### config.mk
export PLATFORM = sky130hd
export DESIGN_NAME = gemm_tile_scheduler
export DESIGN_NICKNAME = d
export VERILOG_FILES = /design/src/rtl/gemm_pkg.sv /design/src/rtl/gemm_pipe_delay.sv /design/src/rtl/gemm_tile_scheduler.sv
export SDC_FILE = /design/constraint.sdc
export NUM_CORES = 1
export LEC_CHECK = 0
export BUFFER_PORTS_ARGS = -buffer_cell sky130_fd_sc_hd__buf_2
export CAP_MARGIN = 20
export CORE_MARGIN = 4
export CORE_UTILIZATION = 35
export DETAILED_ROUTE_END_ITERATION = 8
export SETUP_SLACK_MARGIN = 0.3
export SKIP_CTS_REPAIR_TIMING = 1
export SYNTH_ARGS = -nofsm -noshare
export SYNTH_HDL_FRONTEND = slang
export SYNTH_SLANG_ARGS = --single-unit
### constraint.sdc
create_clock -name clk_i -period 10.7 [get_ports clk_i]
set_clock_uncertainty 0.15 [all_clocks]
set_input_delay 1.07 -clock clk_i [delete_from_list [all_inputs] [get_ports clk_i]]
set_output_delay 1.07 -clock clk_i [all_outputs]
set_load 0.02 [all_outputs]
### src/rtl/gemm_pkg.sv
// Shared types and helpers for the GeMM tile scheduler: FSM state encoding,
// tag layout width and the tile-count range check used on start.
package gemm_pkg;

    typedef enum logic [1:0] {
        IDLE,
        ISSUE,
        DRAIN,
        DONE
    } sched_state_e;

    // Tag carries {valid, first, last} ahead of the C tile address.
    localparam int TagFlagBits = 3;

    // True when the tile-count product a*b still fits in an address space of 'limit' words.
    function automatic logic tilesFit(input logic [31:0] a, input logic [31:0] b,
                                      input logic [31:0] limit);
        return ({32'b0, a} * {32'b0, b}) <= {32'b0, limit};
    endfunction

endpackage

### src/rtl/gemm_pipe_delay.sv
// Reset-clearable shift register used to align issue tags with SRAM and PE latency.
// A depth of zero collapses to a plain wire.
module gemm_pipe_delay #(
    parameter int Width = 1,
    parameter int Depth = 1
) (
    input  logic             clk_i,
    input  logic             rst_i,
    input  logic [Width-1:0] data_i,
    output logic [Width-1:0] data_o
);

    if (Depth == 0) begin : g_wire
        assign data_o = data_i;
    end else begin : g_shift
        logic [Width-1:0] stage_q [Depth];

        always_ff @(posedge clk_i) begin
            if (rst_i) begin
                for (int i = 0; i < Depth; i++) stage_q[i] <= '0;
            end else begin
                stage_q[0] <= data_i;
                for (int i = 1; i < Depth; i++) stage_q[i] <= stage_q[i-1];
            end
        end

        assign data_o = stage_q[Depth-1];
    end

endmodule

### src/rtl/gemm_tile_scheduler.sv
// Walks all (mt,nt,kt) tiles of a tiled GeMM, issuing A/B SRAM reads one per cycle
// and emitting MAC-array strobes and C write strobes aligned to memory/PE latency.
module gemm_tile_scheduler
    import gemm_pkg::*;
#(
    parameter int M             = 4,
    parameter int N             = 4,
    parameter int K             = 4,
    parameter int AddrWidth     = 6,
    parameter int SizeAddrWidth = 8,
    parameter int MemLatency    = 1,
    parameter int PeLatency     = 1
) (
    input  logic                     clk_i,
    input  logic                     rst_i,
    input  logic                     start_i,
    input  logic [SizeAddrWidth-1:0] M_size_i,
    input  logic [SizeAddrWidth-1:0] K_size_i,
    input  logic [SizeAddrWidth-1:0] N_size_i,
    output logic [AddrWidth-1:0]     sram_a_addr_o,
    output logic [AddrWidth-1:0]     sram_b_addr_o,
    output logic [AddrWidth-1:0]     sram_c_addr_o,
    output logic                     sram_c_we_o,
    output logic                     mac_valid_o,
    output logic                     acc_clr_o,
    output logic                     busy_o,
    output logic                     done_o,
    output logic                     cfg_err_o
);

    localparam int SW          = SizeAddrWidth;
    localparam int LogM        = $clog2(M);
    localparam int LogN        = $clog2(N);
    localparam int LogK        = $clog2(K);
    localparam int AddrSpace   = 1 << AddrWidth;
    localparam int DrainCycles = MemLatency + PeLatency;
    localparam int DrainLoad   = (DrainCycles > 0) ? DrainCycles - 1 : 0;
    localparam int DrainW      = 8;
    localparam int TagW        = TagFlagBits + AddrWidth;

    localparam logic [SW-1:0]        OneS = 1;
    localparam logic [AddrWidth-1:0] OneA = 1;
    localparam logic [DrainW-1:0]    OneD = 1;

    sched_state_e state_q, state_d;

    logic [SW-1:0]        mtNum_q, mtNum_d, ktNum_q, ktNum_d, ntNum_q, ntNum_d;
    logic [SW-1:0]        mt_q, mt_d, nt_q, nt_d, kt_q, kt_d;
    logic [AddrWidth-1:0] aRow_q, aRow_d, aAddr_q, aAddr_d, bAddr_q, bAddr_d, cAddr_q, cAddr_d;
    logic [DrainW-1:0]    drainCnt_q, drainCnt_d;
    logic                 cfgErr_q, cfgErr_d;

    logic [SW-1:0] mtIn, ktIn, ntIn;
    logic          cfgOk, startAccept;
    logic          lastKt, lastNt, lastMt, lastIssue;

    logic [TagW-1:0]        issueTag, macTag;
    logic [AddrWidth:0]     peIn, peOut;
    logic                   macValid, macFirst, macLast, weTag;
    logic [AddrWidth-1:0]   macAddr, weAddr;

    // Tile counts are shifts of the sizes; the products only gate acceptance.
    always_comb begin
        mtIn  = M_size_i >> LogM;
        ktIn  = K_size_i >> LogK;
        ntIn  = N_size_i >> LogN;
        cfgOk = (mtIn != '0) && (ktIn != '0) && (ntIn != '0)
             && ((M_size_i & SW'(M - 1)) == '0)
             && ((K_size_i & SW'(K - 1)) == '0)
             && ((N_size_i & SW'(N - 1)) == '0)
             && tilesFit(32'(mtIn), 32'(ktIn), 32'(AddrSpace))
             && tilesFit(32'(ktIn), 32'(ntIn), 32'(AddrSpace))
             && tilesFit(32'(mtIn), 32'(ntIn), 32'(AddrSpace));
    end

    assign startAccept = (state_q == IDLE) && start_i;
    assign lastKt      = (kt_q == ktNum_q - OneS);
    assign lastNt      = (nt_q == ntNum_q - OneS);
    assign lastMt      = (mt_q == mtNum_q - OneS);
    assign lastIssue   = lastKt && lastNt && lastMt;

    always_ff @(posedge clk_i) begin
        if (rst_i) state_q <= IDLE;
        else       state_q <= state_d;
    end

    always_comb begin
        state_d = state_q;
        unique case (state_q)
            IDLE:    if (start_i) state_d = cfgOk ? ISSUE : DONE;
            ISSUE:   if (lastIssue) state_d = (DrainCycles == 0) ? DONE : DRAIN;
            DRAIN:   if (drainCnt_q == '0) state_d = DONE;
            DONE:    state_d = IDLE;
            default: state_d = IDLE;
        endcase
    end

    always_comb begin
        busy_o        = (state_q != IDLE);
        done_o        = (state_q == DONE);
        cfg_err_o     = (state_q == DONE) && cfgErr_q;
        mac_valid_o   = macValid;
        acc_clr_o     = macValid && macFirst;
        sram_c_we_o   = weTag;
        sram_c_addr_o = weTag ? weAddr : '0;
    end

    // Addresses advance from running bases; a rejected start leaves them untouched.
    always_comb begin
        mtNum_d    = mtNum_q;
        ktNum_d    = ktNum_q;
        ntNum_d    = ntNum_q;
        cfgErr_d   = cfgErr_q;
        mt_d       = mt_q;
        nt_d       = nt_q;
        kt_d       = kt_q;
        aRow_d     = aRow_q;
        aAddr_d    = aAddr_q;
        bAddr_d    = bAddr_q;
        cAddr_d    = cAddr_q;
        drainCnt_d = drainCnt_q;
        if (startAccept) begin
            mtNum_d  = mtIn;
            ktNum_d  = ktIn;
            ntNum_d  = ntIn;
            cfgErr_d = !cfgOk;
            if (cfgOk) begin
                mt_d    = '0;
                nt_d    = '0;
                kt_d    = '0;
                aRow_d  = '0;
                aAddr_d = '0;
                bAddr_d = '0;
                cAddr_d = '0;
            end
        end else if (state_q == ISSUE) begin
            if (lastIssue) begin
                drainCnt_d = DrainW'(DrainLoad);
            end else if (!lastKt) begin
                kt_d    = kt_q + OneS;
                aAddr_d = aAddr_q + OneA;
                bAddr_d = bAddr_q + AddrWidth'(ntNum_q);
            end else if (!lastNt) begin
                kt_d    = '0;
                nt_d    = nt_q + OneS;
                aAddr_d = aRow_q;
                bAddr_d = AddrWidth'(nt_q + OneS);
                cAddr_d = cAddr_q + OneA;
            end else begin
                kt_d    = '0;
                nt_d    = '0;
                mt_d    = mt_q + OneS;
                aRow_d  = aRow_q + AddrWidth'(ktNum_q);
                aAddr_d = aRow_q + AddrWidth'(ktNum_q);
                bAddr_d = '0;
                cAddr_d = cAddr_q + OneA;
            end
        end else if (state_q == DRAIN) begin
            drainCnt_d = drainCnt_q - OneD;
        end
    end

    always_ff @(posedge clk_i) begin
        if (rst_i) begin
            mtNum_q    <= '0;
            ktNum_q    <= '0;
            ntNum_q    <= '0;
            cfgErr_q   <= 1'b0;
            mt_q       <= '0;
            nt_q       <= '0;
            kt_q       <= '0;
            aRow_q     <= '0;
            aAddr_q    <= '0;
            bAddr_q    <= '0;
            cAddr_q    <= '0;
            drainCnt_q <= '0;
        end else begin
            mtNum_q    <= mtNum_d;
            ktNum_q    <= ktNum_d;
            ntNum_q    <= ntNum_d;
            cfgErr_q   <= cfgErr_d;
            mt_q       <= mt_d;
            nt_q       <= nt_d;
            kt_q       <= kt_d;
            aRow_q     <= aRow_d;
            aAddr_q    <= aAddr_d;
            bAddr_q    <= bAddr_d;
            cAddr_q    <= cAddr_d;
            drainCnt_q <= drainCnt_d;
        end
    end

    assign sram_a_addr_o = aAddr_q;
    assign sram_b_addr_o = bAddr_q;

    // Tags ride alongside the reads so strobes line up with rdata and PE output.
    assign issueTag = {state_q == ISSUE, kt_q == '0, lastKt, cAddr_q};

    gemm_pipe_delay #(.Width(TagW), .Depth(MemLatency)) u_mem_delay (
        .clk_i  (clk_i),
        .rst_i  (rst_i),
        .data_i (issueTag),
        .data_o (macTag)
    );

    assign {macValid, macFirst, macLast, macAddr} = macTag;
    assign peIn = {macValid && macLast, macAddr};

    gemm_pipe_delay #(.Width(AddrWidth + 1), .Depth(PeLatency)) u_pe_delay (
        .clk_i  (clk_i),
        .rst_i  (rst_i),
        .data_i (peIn),
        .data_o (peOut)
    );

    assign {weTag, weAddr} = peOut;

endmodule

==> impl_metrics.yaml <==
run_status:
  run_status: "finished, final reports clean"
place:
  place_congestion: 0.897
  hpwl_microns: 16800
  dp.cells: 1403
  dpl-instance-area_sq_mm: 0.00919
  port_buffers: 50
sta:
  drv_slew: 0
  period_minus_slack_ps: 6190
  setup_tns_ps: 0
  finalHoldViolations: 0
  fmax_mhz: 161
  grt_setup_unrepaired: "no"
  setup_viol: 0
  slew_headroom_pct: 31.9
  finalCritPeriodShare_pct: 57.9
  worst_slew_pin_slew_ps: 1020
synth:
  syn-mean-instance-area_sq_um: 8.10
  synth_cell_types: 78
  async_flop_share_pct: 0
  synth_simple_gate_area_share_pct: 26.2
  synth_flop_cell: "dfxtp_1"
  yosys.area_share.adder_pct: 24.5
  syn_inst: 1075
  synth_edf_count: 0
  synth_xor_xnor_area_share_pct: 4.93
  yosys_warnings: 0
  ys_seq_area_share_pct: 21.4
  synth_top_family_by_area: "simple AND/OR/NAND/NOR gates"
  ys_seq_elements: 93
  synth.cell_area_sq_mm: 0.00871
  synth_compound_area_share_pct: 14.9
  synthMuxAreaShare_pct: 1.44
  syn-num-nets: 1241
global_routing:
  grt_max_degree: 81
  use_met2_pct: 28.4
  grt_pass1_vias: 7477
  grtUsageTotal_pct: 16.2
  grt.overflow.total: 0
  use_met1_pct: 21.0
  use_met3_pct: 2.59
  grt_pass1_wl_microns: 37600
  antenna_found_initial: 0
  top_usage_layer: "met2"
power_and_ir_drop:
  irDropWorstVdd_mv: 0.0863
  leakage_uw: 0.00412
  pwr_density_cell_mw_per_mm2: 155
floorplanning:
  dieArea_sq_mm: 0.0275
  std_cell_rows: 57
  initial_core_util_pct: 35.7
  die_w_microns: 166
  io_pins: 51
  die_y_microns: 166
  core_sq_mm: 0.0244
layout:
  diodes: 0
  drive_above_1_share_pct: 9.04
  syn2layout_area_growth_pct: 8.86
  nets: 1256
  layoutNonFillerInstCount: 1419
  layout_commonest_cell: "nand2_1"
  layout_common_cells: "nand2_1 (131), inv_1 (93), dfxtp_1 (93), ha_1 (86), a21oi_1 (81)"
  postLayoutCellArea_sq_mm: 0.00948
detailed_routing:
  finalWirelength_microns: 22100
  vias_per_cell: 5.22
  antenna_left: 0
  firstDrtPassIters: 6
  drt_iter0_drc: 474
  drc_errors: 0
  wire_per_inst_microns: 15.6
  vias: 7413
clocking:
  htreeDepth: 3
  clkLatencyLatePin_ps: 350
  clk_pin_slew_worst_paths_ps: 60
  cts_tree: "yes"
  cts_sinks: 93
  cts_inserted_buffers: 9
  cts_buffer_depth: 2
  ctsRootBufferMaster: "clkbuf_16"
critical_path:
  worstSetupStartpointType: "input pin"
  setup.worst_path.start: "N_size_i[7]"
  rr_worst_depth: 10
  critPathMaxFanout: 14
  path_class: "input pin to register"
  arrival_ps: 6320
  worstPathRequired_ps: 10830
  r2r_slack_ps: 5900
  crit_end: "nt_q[0]"
  cp-end-kind: "register"
  reg2reg_from: "ktNum_q[0]"
  rr_endpoint: "aRow_q[1]"
run:
  maxCapViolCount: 0
hold_path:
  worstHoldPathType: "register to register"
power by group:
| part | switching (uW) | internal [uW] |
|---|---|---|
| combinational | 444 | 288 |
| sequential | 42.4 | 382 |
| clock | 135 | 182 |
| total | 621 | 852 |
kinds of logic after synthesis:
| logic type | count (synthesis) |
|---|---|
| xor+xnor | 49 |
| buf+inv | 145 |
| mux | 12 |
| simple gates | 432 |
| fa+ha+maj | 139 |
| flops | 93 |
| compound gates | 205 |
how the worst min path moves through the flow:
| stage | startpoint | end | slack, ps | depth (start not counted) |
|---|---|---|---|---|
| after global placement | u_mem_delay.g_shift.stage_q[0][6] | u_pe_delay.g_shift.stage_q[0][6] | 260 | 2 |
| after CTS | u_mem_delay.g_shift.stage_q[0][6] | u_pe_delay.g_shift.stage_q[0][6] | 270 | 2 |
| after detailed placement | u_mem_delay.g_shift.stage_q[0][6] | u_pe_delay.g_shift.stage_q[0][6] | 260 | 2 |
| after floorplan | u_mem_delay.g_shift.stage_q[0][6] | u_pe_delay.g_shift.stage_q[0][6] | 250 | 2 |
| after global routing | u_mem_delay.g_shift.stage_q[0][6] | u_pe_delay.g_shift.stage_q[0][6] | 300 | 2 |
| final | u_mem_delay.g_shift.stage_q[0][6] | u_pe_delay.g_shift.stage_q[0][6] | 270 | 2 |
flip-flops by register name, summed over array words and instances, names as in the netlist:
signal                       count
nt_q                             8
state_q                          2
mtNum_q                          6
sram_a_addr_o                    6
cAddr_q                          6
drainCnt_q                       8
cfgErr_q                         1
u_pe_delay.g_shift.stage_q       7
kt_q                             8
ntNum_q                          6
aRow_q                           6
ktNum_q                          6
mt_q                             8
sram_b_addr_o                    6
u_mem_delay.g_shift.stage_q      9
routing by layer:
layer  vias to the layer above  wire length (microns)  part of all wire, %
met5                         -                      0                    0
met3                        25                    673                  3.0
met2                       102                  10900                   49
met4                         0                    328                  1.5
met1                      3587                  10200                   46
li1                       3699                      -                    -
worst max-delay path, stage by stage:
cell and delay [ps]:
buf_2 190, and2_1 210, fa_1 540, inv_1 60, fa_1 500, fa_1 540
inv_1 50, ha_1 390, o211ai_1 120, o21bai_1 270, a31oi_1 150, xnor2_1 150
or4b_4 560, or4_1 720, a21oi_4 380, mux2_1 350, nor2_1 80
metrics by stage:
stage | setup slack, ps | utilization, % | hold slack [ps] | total power (uW)
floorplan | 4590 | - | 254 | 993
global placement | 4210 | 37.7 | 256 | 1160
global route | 4170 | 38.9 | 297 | 1600
CTS | 4510 | 38.9 | 269 | 1490
finish | 4510 | 38.9 | 268 | 1470
detailed placement | 4150 | 37.7 | 261 | 1160
Yosys cell counts, types with 3 or more instances:
master	count	area share, %
xnor2_1	35	3.5
nor2_1	65	2.8
o31ai_1	7	0.60
a211oi_1	7	0.60
a211o_1	3	0.30
and2_1	69	5.0
mux2i_1	8	0.92
clkbuf_1	39	1.7
nor2b_1	22	1.6
mux2_1	3	0.39
and3_1	12	0.86
nand3b_1	5	0.43
or3b_2	7	0.70
nand3_1	30	1.7
nor4_1	8	0.57
nor3_1	16	0.92
a21boi_0	4	0.34
nor3b_1	3	0.26
nand2b_1	11	0.79
a21oi_1	81	4.7
dfxtp_1	93	21
inv_1	93	4.0
o32ai_1	4	0.40
o211ai_1	3	0.26
o21ai_0	18	1.0
and3b_1	4	0.40
a21o_1	12	1.0
buf_2	5	0.29
nand2_1	131	5.6
or4_1	8	0.69
o22ai_1	8	0.57
a22oi_1	3	0.26
nor4b_1	5	0.50
nand4_1	6	0.43
ha_1	86	12
fa_1	53	12
o21ai_1	17	0.98
a31oi_1	13	0.93
xor2_1	14	1.4
or3_1	14	1.0
layout make-up:
cell class              instances  area [sq um]
clock inverters                 3          17.5
multi-input cells             837          6280
inverters                      94           354
repair buffers                 55           288
well taps                     324           405
clock buffers                  13           280
flip-flops and latches         93          1860
fillers                      2510         14900
(Power assumes the default switching activity.)
